File: config.mk
export PLATFORM = sky130hd
export DESIGN_NAME = datamover_cmd_sched_flat
export DESIGN_NICKNAME = d
export VERILOG_FILES = /design/src/rtl/dm_sched_pkg.sv /design/src/rtl/datamover_cmd_sched_if.sv /design/src/rtl/dm_sched_fifo.sv /design/src/rtl/datamover_cmd_sched.sv /design/src/flat_wrapper.sv
export SDC_FILE = /design/constraint.sdc
export NUM_CORES = 1
export LEC_CHECK = 0
export ABC_AREA = 1
export CORE_ASPECT_RATIO = 1.2
export CORE_MARGIN = 8
export CORE_UTILIZATION = 35
export CTS_CLUSTER_DIAMETER = 30
export DETAILED_ROUTE_END_ITERATION = 8
export MAX_ROUTING_LAYER = met4
export PLACE_DENSITY_LB_ADDON = 0.1
export SLEW_MARGIN = 0
export SYNTH_ARGS = -nofsm -noshare
export SYNTH_HDL_FRONTEND = slang
export SYNTH_SLANG_ARGS = --single-unit
File: constraint.sdc
create_clock -name clk -period 9.05 [get_ports clk]
set_clock_uncertainty 0.2 [all_clocks]
set_input_delay 1.3575 -clock clk [delete_from_list [all_inputs] [get_ports clk]]
set_output_delay 1.3575 -clock clk [all_outputs]
set_load 0.02 [all_outputs]
File: src/rtl/dm_sched_pkg.sv
// Shared definitions for the DataMover command scheduler: command/status field
// layout, register map, FSM states and the command-word builder.
package dm_sched_pkg;

    localparam int CMD_W  = 72;
    localparam int STS_W  = 8;
    localparam int BTT_W  = 23;
    localparam int ADDR_W = 32;
    localparam int TAG_W  = 4;

    localparam int CMD_BTT_LSB  = 0;
    localparam int CMD_INCR_BIT = 23;
    localparam int CMD_EOF_BIT  = 30;
    localparam int CMD_ADDR_LSB = 32;
    localparam int CMD_TAG_LSB  = 64;

    localparam int STS_OKAY_BIT = 7;
    localparam int STS_TAG_LSB  = 0;

    localparam int PUSH_EOF_BIT = 30;

    localparam int STSR_VALID_BIT = 8;
    localparam int STSR_ERR_BIT   = 9;
    localparam int STSR_TMO_BIT   = 10;
    localparam int STSR_OUTST_LSB = 16;
    localparam int STSR_LVL_LSB   = 24;

    localparam logic [3:0] REG_CTRL   = 4'd0;
    localparam logic [3:0] REG_ADDR   = 4'd1;
    localparam logic [3:0] REG_PUSH   = 4'd2;
    localparam logic [3:0] REG_STS    = 4'd3;
    localparam logic [3:0] REG_ERRCNT = 4'd4;

    typedef enum logic {
        ST_IDLE  = 1'b0,
        ST_ISSUE = 1'b1
    } state_e;

    typedef struct packed {
        logic [ADDR_W-1:0] addr;
        logic              eof;
        logic [BTT_W-1:0]  btt;
        logic [TAG_W-1:0]  tag;
    } desc_t;

    function automatic logic [CMD_W-1:0] build_cmd(desc_t d);
        logic [CMD_W-1:0] c;
        c = '0;
        c[CMD_BTT_LSB +: BTT_W]   = d.btt;
        c[CMD_INCR_BIT]           = 1'b1;
        c[CMD_EOF_BIT]            = d.eof;
        c[CMD_ADDR_LSB +: ADDR_W] = d.addr;
        c[CMD_TAG_LSB +: TAG_W]   = d.tag;
        return c;
    endfunction

endpackage

File: src/rtl/datamover_cmd_sched_if.sv
// Command and status stream pair between the scheduler (master) and one
// DataMover channel (slave).
interface datamover_cmd_sched_if;
    import dm_sched_pkg::*;

    logic [CMD_W-1:0] m_cmd_tdata;
    logic             m_cmd_tvalid;
    logic             m_cmd_tready;
    logic [STS_W-1:0] s_sts_tdata;
    logic             s_sts_tvalid;
    logic             s_sts_tready;

    modport master (
        output m_cmd_tdata, m_cmd_tvalid,
        input  m_cmd_tready,
        input  s_sts_tdata, s_sts_tvalid,
        output s_sts_tready
    );

    modport slave (
        input  m_cmd_tdata, m_cmd_tvalid,
        output m_cmd_tready,
        output s_sts_tdata, s_sts_tvalid,
        input  s_sts_tready
    );

endinterface

File: src/rtl/dm_sched_fifo.sv
// Synchronous FIFO with full/empty/level; DEPTH must be a power of two.
module dm_sched_fifo #(
    parameter int WIDTH = 8,
    parameter int DEPTH = 8
) (
    input  logic                     clk,
    input  logic                     rst_n,
    input  logic                     push_i,
    input  logic [WIDTH-1:0]         din_i,
    input  logic                     pop_i,
    output logic [WIDTH-1:0]         dout_o,
    output logic                     full_o,
    output logic                     empty_o,
    output logic [$clog2(DEPTH):0]   level_o
);
    localparam int AW = $clog2(DEPTH);

    logic [WIDTH-1:0] mem_q [DEPTH];
    logic [AW:0]      wr_q, rd_q;

    assign empty_o = (wr_q == rd_q);
    assign full_o  = (wr_q[AW] != rd_q[AW]) && (wr_q[AW-1:0] == rd_q[AW-1:0]);
    assign level_o = wr_q - rd_q;
    assign dout_o  = mem_q[rd_q[AW-1:0]];

    // NOTE: storage has no reset; validity is tracked by the pointers alone.
    always_ff @(posedge clk) begin
        if (push_i && !full_o) begin
            mem_q[wr_q[AW-1:0]] <= din_i;
        end
    end

    always_ff @(posedge clk or negedge rst_n) begin
        if (!rst_n) begin
            wr_q <= '0;
            rd_q <= '0;
        end else begin
            if (push_i && !full_o) wr_q <= wr_q + 1'b1;
            if (pop_i && !empty_o) rd_q <= rd_q + 1'b1;
        end
    end

endmodule

File: src/rtl/datamover_cmd_sched.sv
// Descriptor scheduler for one AXI DataMover channel: queues descriptors, issues
// tagged commands, checks status in tag order. Optional watchdog: DM_SCHED_TIMEOUT_EN.
module datamover_cmd_sched
    import dm_sched_pkg::*;
#(
    parameter int C_S_AXI_ADDR_WIDTH = 32,
    parameter int C_S_AXI_DATA_WIDTH = 32,
    parameter int C_DESC_DEPTH       = 8,
    parameter int C_STS_DEPTH        = 8,
    parameter int C_MAX_OUTSTANDING  = 4
) (
    input  logic                          clk,
    input  logic                          rst_n,
    input  logic [C_S_AXI_ADDR_WIDTH-1:0] set_addr,
    input  logic [C_S_AXI_DATA_WIDTH-1:0] set_data,
    input  logic                          set_stb,
    input  logic [C_S_AXI_ADDR_WIDTH-1:0] get_addr,
    input  logic                          get_stb,
    output logic [C_S_AXI_DATA_WIDTH-1:0] get_data,
    datamover_cmd_sched_if.master         dm,
    output logic                          irq
);
    localparam int         DLW     = $clog2(C_DESC_DEPTH) + 1;
    localparam int         CLW     = $clog2(C_STS_DEPTH) + 1;
    localparam int         COMP_W  = STS_W + 1;
    localparam logic [3:0] MAX_OUT = 4'(C_MAX_OUTSTANDING);

    state_e              state_q;
    logic                enable_q, irq_en_q;
    logic [ADDR_W-1:0]   addr_q;
    logic [TAG_W-1:0]    tag_q, exp_tag_q;
    logic [3:0]          outst_q, outst_d;
    logic                err_q, err_d;
    logic [15:0]         errcnt_q, errcnt_d;
    logic                tmo_q, tmo_fire;

    logic [3:0]          set_idx, get_idx;
    logic                wr_ctrl, wr_addr, wr_push, wr_errcnt;
    logic [BTT_W-1:0]    push_btt;
    logic                push_bad;
    logic                desc_push, desc_pop, desc_full, desc_empty;
    desc_t               desc_din, desc_dout;
    logic [DLW-1:0]      desc_level;
    logic                comp_push, comp_pop, comp_full, comp_empty;
    logic [COMP_W-1:0]   comp_din, comp_dout;
    logic [CLW-1:0]      comp_level;
    logic                cmd_hs, sts_hs, sts_take, sts_orphan, sts_bad;
    logic                unused_bits;

    assign set_idx   = set_addr[5:2];
    assign get_idx   = get_addr[5:2];
    assign wr_ctrl   = set_stb && (set_idx == REG_CTRL);
    assign wr_addr   = set_stb && (set_idx == REG_ADDR);
    assign wr_push   = set_stb && (set_idx == REG_PUSH);
    assign wr_errcnt = set_stb && (set_idx == REG_ERRCNT);

    // Zero-length and queue-full pushes are both rejected and flagged.
    assign push_btt  = set_data[BTT_W-1:0];
    assign push_bad  = wr_push && ((push_btt == '0) || desc_full);
    assign desc_push = wr_push && !push_bad;
    assign desc_din  = '{addr: addr_q, eof: set_data[PUSH_EOF_BIT], btt: push_btt, tag: tag_q};
    assign cmd_hs    = (state_q == ST_ISSUE) && dm.m_cmd_tready;
    assign desc_pop  = cmd_hs;

    assign dm.s_sts_tready = !comp_full;
    assign sts_hs     = dm.s_sts_tvalid && dm.s_sts_tready;
    assign sts_orphan = sts_hs && (outst_q == '0);
    assign sts_take   = sts_hs && (outst_q != '0);
    assign sts_bad    = sts_take && ((dm.s_sts_tdata[STS_TAG_LSB +: TAG_W] != exp_tag_q)
                                     || !dm.s_sts_tdata[STS_OKAY_BIT]);
    assign comp_push  = sts_take;
    assign comp_din   = {sts_bad, dm.s_sts_tdata};
    assign comp_pop   = get_stb && (get_idx == REG_STS) && !comp_empty;

    assign irq = irq_en_q && (!comp_empty || err_q);

    dm_sched_fifo #(.WIDTH($bits(desc_t)), .DEPTH(C_DESC_DEPTH)) u_desc_fifo (
        .clk, .rst_n,
        .push_i(desc_push), .din_i(desc_din), .pop_i(desc_pop), .dout_o(desc_dout),
        .full_o(desc_full), .empty_o(desc_empty), .level_o(desc_level)
    );

    dm_sched_fifo #(.WIDTH(COMP_W), .DEPTH(C_STS_DEPTH)) u_comp_fifo (
        .clk, .rst_n,
        .push_i(comp_push), .din_i(comp_din), .pop_i(comp_pop), .dout_o(comp_dout),
        .full_o(comp_full), .empty_o(comp_empty), .level_o(comp_level)
    );

`ifdef DM_SCHED_TIMEOUT_EN
    localparam logic [19:0] TMO_MAX = '1;
    logic [19:0] tmo_cnt_q;

    // Fires once on the transition into the terminal count, which then holds.
    assign tmo_fire = (outst_q != '0) && !sts_hs && (tmo_cnt_q == TMO_MAX - 20'd1);

    always_ff @(posedge clk or negedge rst_n) begin
        if (!rst_n) begin
            tmo_cnt_q <= '0;
            tmo_q     <= 1'b0;
        end else begin
            if (sts_hs || (outst_q == '0)) tmo_cnt_q <= '0;
            else if (tmo_cnt_q != TMO_MAX) tmo_cnt_q <= tmo_cnt_q + 20'd1;
            if (wr_errcnt) tmo_q <= 1'b0;
            if (tmo_fire)  tmo_q <= 1'b1;
        end
    end
`else
    assign tmo_q    = 1'b0;
    assign tmo_fire = 1'b0;
`endif

    // NOTE: every always_comb output gets a default first so no latch is inferred.
    always_comb begin
        outst_d = outst_q;
        if (cmd_hs && !sts_take)      outst_d = outst_q + 4'd1;
        else if (!cmd_hs && sts_take) outst_d = outst_q - 4'd1;

        err_d    = err_q;
        errcnt_d = errcnt_q;
        if (wr_errcnt) begin
            err_d    = 1'b0;
            errcnt_d = '0;
        end
        if (push_bad || sts_orphan || sts_bad || tmo_fire) err_d = 1'b1;
        if ((sts_bad || tmo_fire) && (errcnt_d != 16'hFFFF)) errcnt_d = errcnt_d + 16'd1;
    end

    // NOTE: sequential state uses non-blocking assignments only.
    always_ff @(posedge clk or negedge rst_n) begin
        if (!rst_n) begin
            enable_q  <= 1'b0;
            irq_en_q  <= 1'b0;
            addr_q    <= '0;
            tag_q     <= '0;
            exp_tag_q <= '0;
            outst_q   <= '0;
            err_q     <= 1'b0;
            errcnt_q  <= '0;
        end else begin
            if (wr_ctrl)   {irq_en_q, enable_q} <= set_data[1:0];
            if (wr_addr)   addr_q <= set_data[ADDR_W-1:0];
            if (desc_push) tag_q <= tag_q + 1'b1;
            if (sts_take)  exp_tag_q <= exp_tag_q + 1'b1;
            outst_q  <= outst_d;
            err_q    <= err_d;
            errcnt_q <= errcnt_d;
        end
    end

    // Command data is captured on entry to ISSUE and held until the handshake.
    always_ff @(posedge clk or negedge rst_n) begin
        if (!rst_n) begin
            state_q         <= ST_IDLE;
            dm.m_cmd_tvalid <= 1'b0;
            dm.m_cmd_tdata  <= '0;
        end else begin
            case (state_q)
                ST_IDLE: if (enable_q && !desc_empty && (outst_q < MAX_OUT)) begin
                    dm.m_cmd_tdata  <= build_cmd(desc_dout);
                    dm.m_cmd_tvalid <= 1'b1;
                    state_q         <= ST_ISSUE;
                end
                ST_ISSUE: if (dm.m_cmd_tready) begin
                    dm.m_cmd_tvalid <= 1'b0;
                    state_q         <= ST_IDLE;
                end
            endcase
        end
    end

    always_comb begin
        get_data = '0;
        case (get_idx)
            REG_CTRL:   get_data[1:0] = {irq_en_q, enable_q};
            REG_ADDR:   get_data[ADDR_W-1:0] = addr_q;
            REG_STS: begin
                get_data[STSR_LVL_LSB +: 4]   = 4'(desc_level);
                get_data[STSR_OUTST_LSB +: 4] = outst_q;
                get_data[STSR_TMO_BIT]        = tmo_q;
                get_data[STSR_ERR_BIT]        = err_q || (!comp_empty && comp_dout[STS_W]);
                get_data[STSR_VALID_BIT]      = !comp_empty;
                get_data[STS_W-1:0]           = comp_empty ? '0 : comp_dout[STS_W-1:0];
            end
            REG_ERRCNT: get_data[15:0] = errcnt_q;
            default:    get_data = '0;
        endcase
    end

    assign unused_bits = ^{set_addr[C_S_AXI_ADDR_WIDTH-1:6], set_addr[1:0],
                           get_addr[C_S_AXI_ADDR_WIDTH-1:6], get_addr[1:0], comp_level};

endmodule

File: src/flat_wrapper.sv
// flat-port wrapper written by rule: the top's interface ports become plain ports
module datamover_cmd_sched_flat import dm_sched_pkg::*;
#(
    parameter int C_S_AXI_ADDR_WIDTH = 32,
    parameter int C_S_AXI_DATA_WIDTH = 32,
    parameter int C_DESC_DEPTH       = 8,
    parameter int C_STS_DEPTH        = 8,
    parameter int C_MAX_OUTSTANDING  = 4
)
  (clk, rst_n, set_addr, set_data, set_stb, get_addr, get_stb, get_data, irq, dm_m_cmd_tdata, dm_m_cmd_tvalid, dm_m_cmd_tready, dm_s_sts_tdata, dm_s_sts_tvalid, dm_s_sts_tready);
  datamover_cmd_sched_if dm_i ();
  input  logic clk;
  input  logic rst_n;
  input  logic [C_S_AXI_ADDR_WIDTH-1:0] set_addr;
  input  logic [C_S_AXI_DATA_WIDTH-1:0] set_data;
  input  logic set_stb;
  input  logic [C_S_AXI_ADDR_WIDTH-1:0] get_addr;
  input  logic get_stb;
  output logic [C_S_AXI_DATA_WIDTH-1:0] get_data;
  output logic irq;
  output wire logic [$bits(dm_i.m_cmd_tdata)-1:0] dm_m_cmd_tdata;
  output wire logic [$bits(dm_i.m_cmd_tvalid)-1:0] dm_m_cmd_tvalid;
  input wire logic [$bits(dm_i.m_cmd_tready)-1:0] dm_m_cmd_tready;
  input wire logic [$bits(dm_i.s_sts_tdata)-1:0] dm_s_sts_tdata;
  input wire logic [$bits(dm_i.s_sts_tvalid)-1:0] dm_s_sts_tvalid;
  output wire logic [$bits(dm_i.s_sts_tready)-1:0] dm_s_sts_tready;
  assign dm_m_cmd_tdata = dm_i.m_cmd_tdata;
  assign dm_m_cmd_tvalid = dm_i.m_cmd_tvalid;
  assign dm_i.m_cmd_tready = dm_m_cmd_tready;
  assign dm_i.s_sts_tdata = dm_s_sts_tdata;
  assign dm_i.s_sts_tvalid = dm_s_sts_tvalid;
  assign dm_s_sts_tready = dm_i.s_sts_tready;
  datamover_cmd_sched #(.C_S_AXI_ADDR_WIDTH(C_S_AXI_ADDR_WIDTH), .C_S_AXI_DATA_WIDTH(C_S_AXI_DATA_WIDTH), .C_DESC_DEPTH(C_DESC_DEPTH), .C_STS_DEPTH(C_STS_DEPTH), .C_MAX_OUTSTANDING(C_MAX_OUTSTANDING)) u_core (.clk(clk), .rst_n(rst_n), .set_addr(set_addr), .set_data(set_data), .set_stb(set_stb), .get_addr(get_addr), .get_stb(get_stb), .get_data(get_data), .dm(dm_i), .irq(irq));
endmodule
==> results.txt <==
For this block, the routed nets add up to between 80000 and 90000 um of wire. The fraction of final layout cells sized beyond drive strength 1 came out at 0.110. In this run the cell area of the synthesized design comes to 28000 um^2.

The library cell contributing the largest single delay on the critical path is sky130_fd_sc_hd__nor3_4. Traced cell by cell, the critical path runs through clkdlybuf4s50_1, nor2_2, inv_1, nor3_4, inv_1, nor2_1, clkdlybuf4s50_1. The total iterations of the first detailed-routing run is 7. The signal arrival time at the worst endpoint came out at about 4.3 ns. Synthesis produced about 2300 cells. STA classifies the critical path startpoint as a primary input.

The overall power consumption is between 10 and 15 mW. The critical path starts at get_addr[4]. The number of buffers created by CTS is 138. The finished layout cell area is between 30000 and 40000 um^2.

The final count of hold timing violations is 0. During placement, the flow inserted port buffers numbering between 100 and 150. Detailed placement finished with a half-perimeter wire length of ~46000 um.

CTS placed an instance of sky130_fd_sc_hd__clkbuf_16 at the clock tree root. The first global-routing pass estimated ~120000 um of wire. The number of design-rule violations left by the first detailed-router iteration is about 1400. At the later pin of the worst-skew pair, clock insertion delay measures roughly 0.70 ns.

The number of antenna violations at the first check in global routing was 1. Once the clock tree was built, the resizer swapped 0 gates to a different size. Summed over all cells, the static leakage comes to around 13 nW. The proportion of netlist area held by the largest area contributor is 0.593. The placed standard-cell area is approximately 30000 um^2.

The source of the worst register-to-register timing path is u_core.u_desc_fifo.rd_q[1]$_DFFE_PN0P_. The via total after detailed routing came out at 18652. Entering global routing, the biggest net connects around 90 pins. Counting along the longest clock path gives a buffer depth of 3. The share of the synthesized netlist area taken by xor and xnor gates came out at 0.0106.

The horizontal die dimension is ~270 um. Clock-pin slew was measured on the worst setup and hold paths at approximately 0.05 ns. The worst hold path begins at u_core.dm.m_cmd_tdata[33]$_DFFE_PN0P_. For this run, design rule violations remaining after detail routing come to 0. Including well taps, the total number of placed cells is between 3000 and 4000. The fraction of synthesized area in multiplexers came out at 0.00161.

The transition time of the tightest slew-check pin is 1.13 ns. At the end of routability-driven placement, the weighted congestion stood at between 0.8 and 0.9. The layer flagged by global routing as most heavily used is met2. In this run the core area contains around 110 standard-cell rows. The number of sinks on the clock net is roughly 700.

The number of post-CTS setup repair buffers is 0. The final-report max-slew violation count came out at 0. The most instantiated flip-flop cell in the synthesis netlist is sky130_fd_sc_hd__edfxtp_1. The die is about 330 um tall. The area growth from synthesis to layout is 25.9%.

After synthesis the netlist holds a flip-flop and latch count of 694. In the final design database the tool counted roughly 2600 nets. The maximum fanout along the worst path is 25. For met2 alone, demand over resource in global routing was 0.293.

The delay of the slowest critical-path stage is roughly 0.70 ns. The total congestion overflow after global routing came out at 0. The via count of the first global-routing pass came out at approximately 19000. In the layout the commonest cells are sky130_fd_sc_hd__edfxtp_1 (552), sky130_fd_sc_hd__nand2_1 (500), sky130_fd_sc_hd__nor2_1 (244), sky130_fd_sc_hd__o21ai_0 (215), sky130_fd_sc_hd__clkdlybuf4s50_1 (148). The I/O pin total came out at 217. Across all register-to-register paths, the minimum setup slack is 4.67 ns.

The sequential share of the synthesized area came out at 0.720. IR analysis of the VDD net gives a maximum drop of between 0.15 and 0.2 mV. The worst reg-to-reg path cell count is 9. The routed design could run at a clock period as short as 5.84 ns. The run finished with clean final reports. By area the synthesized netlist is led by sky130_fd_sc_hd__edfxtp_1 (59%), sky130_fd_sc_hd__dfrtp_1 (13%), sky130_fd_sc_hd__nand2_1 (6.7%). Following the worst setup path forward leads to its endpoint at get_data[31].

The number of fillers in the final layout came out at approximately 7300. The total negative setup slack came out at 0 ns. The endpoint identified for the worst register-to-register timing path is u_core.u_desc_fifo.mem_q[6][55]$_DFFE_PP_. The share of the synthesized area in compound gates (AO/OA/AOI/OAI) came out at 0.0974. In this run the standard cell core region covers between 70000 and 80000 um^2. The vias per cell came out at just over 5.

The simple-gate portion of the synthesized area came out at 0.126. In this run, synthesis inferred around 550 flip-flops with an integrated enable. The utilization after layout is 0.445.

The global-route track usage on met1 came out at 0.234. The min-delay analysis places its worst path in the category reg2reg. Across the run, the number of max-cap violations was 0. The fmax came out at around 170 MHz. The fraction of registers with async set/reset is 0.205. The number of non-filler instances in the completed layout is roughly 3700. The final count of negative-setup-slack endpoints came out at 0. The count of warnings emitted by yosys is 0.

The sequential standard cell area is around 20000 um^2. The initial utilization of the core area, before any placement, comes to 0.353. The H-tree was split into 4 levels. After detailed routing, the average wire length per cell comes to between 20 and 25 um. The multi-input gate area in the final layout is around 6900 um^2. The count of nets left with antenna violations after detail routing came out at 0.

Leaving out fill and tap cells, the most frequent cell in the layout is sky130_fd_sc_hd__edfxtp_1. Setup repair after global routing left no endpoint under its margin. After synthesis, the netlist uses 44 different library cells.

The global routing usage on met3 is 0.0424. The worst setup path is of the in2out kind. The remaining max-slew budget at the tightest pin is 0.246. Of the total synthesized cell area, the portion taken by full adders, half adders and majority gates is 0.00725.

The area of the die came out at 89200 um^2. The power per cell area came out at around 350 nW/um^2. TritonCTS built the clock tree.

The overall track demand over capacity in global routing is 0.184. Of all cell types, the one taking the most synthesized area is sky130_fd_sc_hd__edfxtp_1. The synthesized area per cell came out at ~12 um^2. The critical path data required time is around 7.5 ns.

The number of hold-repair buffers added at the cts stage came out at 0. The worst setup path is captured at an output port. The dominant combinational cell family by area after synthesis is simple AND/OR/NAND/NOR gates. The share of the clock period used by the worst path came out at 0.645.
==> metal layers <==
| layer | part of all wire | vias to the layer above | routed length (um) |
|---|---|---|---|
| met5 | 0 | - | 0 |
| met4 | 0.019 | 0 | 1510 |
| met3 | 0.058 | 111 | 4740 |
| met2 | 0.48 | 553 | 38900 |
| met1 | 0.44 | 9338 | 35900 |
| li1 | - | 8650 | - |
==> cells in the mapped netlist (13+ instances only) <==
| cell | count |
|---|---|
| sky130_fd_sc_hd__dfrtp_1 | 142 |
| sky130_fd_sc_hd__o2111ai_1 | 23 |
| sky130_fd_sc_hd__o21ai_0 | 215 |
| sky130_fd_sc_hd__o221ai_1 | 36 |
| sky130_fd_sc_hd__xor2_1 | 21 |
| sky130_fd_sc_hd__ha_1 | 13 |
| sky130_fd_sc_hd__nor2_1 | 247 |
| sky130_fd_sc_hd__edfxtp_1 | 552 |
| sky130_fd_sc_hd__clkbuf_1 | 83 |
| sky130_fd_sc_hd__nor3_1 | 13 |
| sky130_fd_sc_hd__inv_1 | 93 |
| sky130_fd_sc_hd__nand4_1 | 15 |
| sky130_fd_sc_hd__nand2_1 | 500 |
| sky130_fd_sc_hd__buf_2 | 25 |
| sky130_fd_sc_hd__a21oi_1 | 45 |
| sky130_fd_sc_hd__nand3_1 | 91 |
| sky130_fd_sc_hd__a32o_1 | 27 |
| sky130_fd_sc_hd__o21ai_1 | 40 |
| sky130_fd_sc_hd__o22ai_1 | 49 |
| sky130_fd_sc_hd__buf_4 | 14 |
==> worst min path at each step <==
stage	cells past startpoint	end
2_1_floorplan	1	u_core.u_comp_fifo.wr_q[3]$_DFFE_PN0P_
4_1_cts	1	u_core.dm.m_cmd_tdata[23]$_DFFE_PN0P_
6_report	2	u_core.dm.m_cmd_tdata[33]$_DFFE_PN0P_
3_3_place_gp	1	u_core.dm.m_cmd_tdata[23]$_DFFE_PN0P_
3_5_place_dp	1	u_core.dm.m_cmd_tdata[23]$_DFFE_PN0P_
5_1_grt	1	u_core.dm.m_cmd_tdata[23]$_DFFE_PN0P_
==> logic make-up after synthesis <==
family / after synthesis
mux: 4
compound gates: 450
flops: 694
simple gates: 879
buf+inv: 232
other cells: 1
fa+ha+maj: 15
xor+xnor: 33
==> state kept, by name, indices dropped and copies added, names as in the netlist <==
signal	cells
u_core.err_q	1
u_core.state_q	1
u_core.u_desc_fifo.rd_q	4
u_core.enable_q	1
u_core.errcnt_q	16
u_core.u_desc_fifo.wr_q	4
u_core.addr_q	32
u_core.exp_tag_q	4
u_core.irq_en_q	1
u_core.u_desc_fifo.mem_q	480
u_core.tag_q	4
u_core.outst_q	4
u_core.u_comp_fifo.wr_q	4
u_core.u_comp_fifo.rd_q	4
u_core.u_comp_fifo.mem_q	72
u_core.dm.m_cmd_tdata	61
u_core.dm.m_cmd_tvalid	1
==> where the power goes <==
group / switching [mW] / internal [mW]
Combinational: 1.87 / 0.940
Clock: 1.67 / 3.47
Sequential: 0.428 / 3.85
==> through the flow <==
step / setup WS (ns) / hold slack (ns)
finish: 3.21 / 0.283
global route: 2.92 / 0.292
CTS: 3.15 / 0.275
detailed placement: 3.17 / 0.256
global placement: 3.15 / 0.251
floorplan: 2.14 / 0.261
==> worst max-delay path, delay by kind of cell <==
kind	cells	cell delay, ns
buffers and inverters	4	1.70
AND/OR/NAND/NOR	3	1.22
==> area by class of cell <==
cell class,instances,area share
Clock buffer,180,0.106
Timing Repair Buffer,181,0.0496
Inverter,97,0.0106
Sequential cell,694,0.572
Antenna cell,2,0.000142
Clock inverter,78,0.0291
Tap cell,1035,0.0368
Multi-Input combinational cell,1392,0.196
Power figures use the tool's default switching activity.
==> patch (config.mk and constraints unchanged) <==
The package constant `BTT_W` goes from 23 to 19.
--- a/src/rtl/dm_sched_pkg.sv
+++ b/src/rtl/dm_sched_pkg.sv
@@ -6,3 +6,3 @@
     localparam int STS_W  = 8;
-    localparam int BTT_W  = 23;
+    localparam int BTT_W  = 19;
     localparam int ADDR_W = 32;
Behaviour: not the same (a bounded check fails within 4 cycles, from zero or initial values and one cycle with rst_n low).
==> patch against the original RTL <==
Final area fell by 4.3%; synthesized cell count fell by 5.0%; synthesized area fell by 4.6%; fmax rose by 1.5%; critical endpoint is now get_data[2]; power fell by 4.5%; sequential cell count fell by 36; via count fell by 4.9%; sequential power fell by 5.8%; setup slack improved by 0.087 ns; routed wire length fell by 4.1%; count of clock-buffer cells in the layout fell by 12; largest power group unchanged; register-to-register slack improved by 0.32 ns.
==> patch: results (changes against the original RTL) <==
Status -> finished, final reports clean
Commonest cells in the netlist -> edfxtp_1 (520), nand2_1 (473), nor2_1 (229)
Crit path DAT -> 4.20 ns (-0.08 ns)
Met1 Usage GRT -> 22.7% (-0.72 points)
Via count -> 17700 (-4.9%)
Synth Area in Adders -> 0.760% (+0.035 points)
Plain + repair buffers -> 180 (-0.55%)
Proportion of cell area occupied by registers -> 56.6% (-0.57 points)
Total internal power -> 7.85 mW (-4.9%)
Share of layout cells above drive strength 1 -> 12.2% (+1.2 points)
Distinct cells, synth -> 49 (+11%)
WL met1 -> 33.7 mm (-6.3%)
Synth top area cells -> edfxtp_1 (59%), dfrtp_1 (13%), nand2_1 (6.7%)
Met2 Routed Length -> 38.8 mm (-0.39%)
Drt pass-1 iters -> 5 (-2)
Post-synth EDFFs -> 520 (-5.8%)
Diode count -> 0 (-2)
Xor/xnor share of the synthesized area -> 1.11% (+0.051 points)
Sequential cell count -> 658 (-5.2%)
Dpl hpwl -> 44.0 mm (-4.0%)
Mux share of post-synthesis cell area -> 0.338% (+0.18 points)
Multi-In Gates -> 1327 (-4.7%)
Inverter count -> 90 (-7.2%)
Signal buf overhead -> 5.09% (+0.13 points)
Initial antenna violation count -> 0 (-1)
Slew @ Worst Pin -> 1.16 ns (+0.0358 ns)
Critical Path Fanout Max -> 8 (-68%)
Sequential element share of the synthesized area -> 71.5% (-0.53 points)
Largest net degree at the start of global routing -> 95 (+4.4%)
Cell at the slowest stage of the critical path -> clkdlybuf4s50_1
Routed WL -> 77.8 mm (-4.1%)
Leakage power -> 12.4 nW (-4.2%)
Met3 layer usage reported by global route -> 3.43% (-0.81 points)
Final GP Congestion -> 0.809 (-4.5%)
Fillers -> 7035 (-3.3%)
Met2 Use GR -> 30.7% (+1.4 points)
Asr flop ratio synth -> 21.0% (+0.51 points)
First-pass GRT wire length -> 116 mm (-3.5%)
Clock buf/inv share -> 13.6% (+0.064 points)
Total Routing Usage GR -> 18.6% (+0.18 points)
DRT iter0 DRCs -> 1310 (-4.0%)
Met3 Routed Length -> 3.32 mm (-30%)
CTS Buf Count -> 132 (-4.3%)
==> patch: cell count changes after synthesis, moves of 9 or more <==
cell	unedited run	this run
edfxtp_1	552	520
nand2_1	500	473
nand3_1	91	67
clkbuf_1	83	63
nor2_1	247	229
o21ai_0	215	198
buf_2	25	39
a21oi_1	45	57
o22ai_1	49	37
inv_1	93	83
a32o_1	27	36
o2111ai_1	23	14
==> patch: power groups by stage <==
stage                     clock network [mW]  registers, mW  logic [mW]
after floorplan                            0           4.04        1.70
after global placement                     0           4.07        2.74
after detailed placement                   0           4.09        2.79
after CTS                               4.99           4.04        2.79
after global routing                    5.14           4.07        3.03
final                                   4.91           4.03        2.73
==> patch: final timing paths <==
check | end | start | slack, ns | depth (start not counted)
worst max-delay path | get_data[2] | get_addr[4] | 3.30 | 9
worst min register to register | u_core.dm.m_cmd_tdata[23] | u_core.dm.m_cmd_tdata[23] | 0.27 | 1
min in group asynchronous | u_core.dm.m_cmd_tdata[18] | rst_n | 0.46 | 1
worst min-delay path | u_core.dm.m_cmd_tdata[23] | u_core.dm.m_cmd_tdata[23] | 0.27 | 1
max in group asynchronous | u_core.u_desc_fifo.rd_q[0] | rst_n | 6.36 | 3
worst max register to register | u_core.u_desc_fifo.mem_q[2][20] | u_core.u_desc_fifo.rd_q[0] | 4.99 | 7
==> patch: per-stage QoR <==
stage / hold WS, ns / utilization (%) / cell area, um2 / cells / worst slack, ns
global placement: 0.259 / 38.3 / 29100 / 3272 / 3.23
finish: 0.270 / 44.4 / 33700 / 3517 / 3.30
floorplan: 0.261 / - / 26700 / 2207 / 2.42
detailed placement: 0.263 / 38.3 / 29100 / 3272 / 3.24
CTS: 0.273 / 44.4 / 33700 / 3517 / 3.22
global route: 0.289 / 44.4 / 33700 / 3517 / 3.03
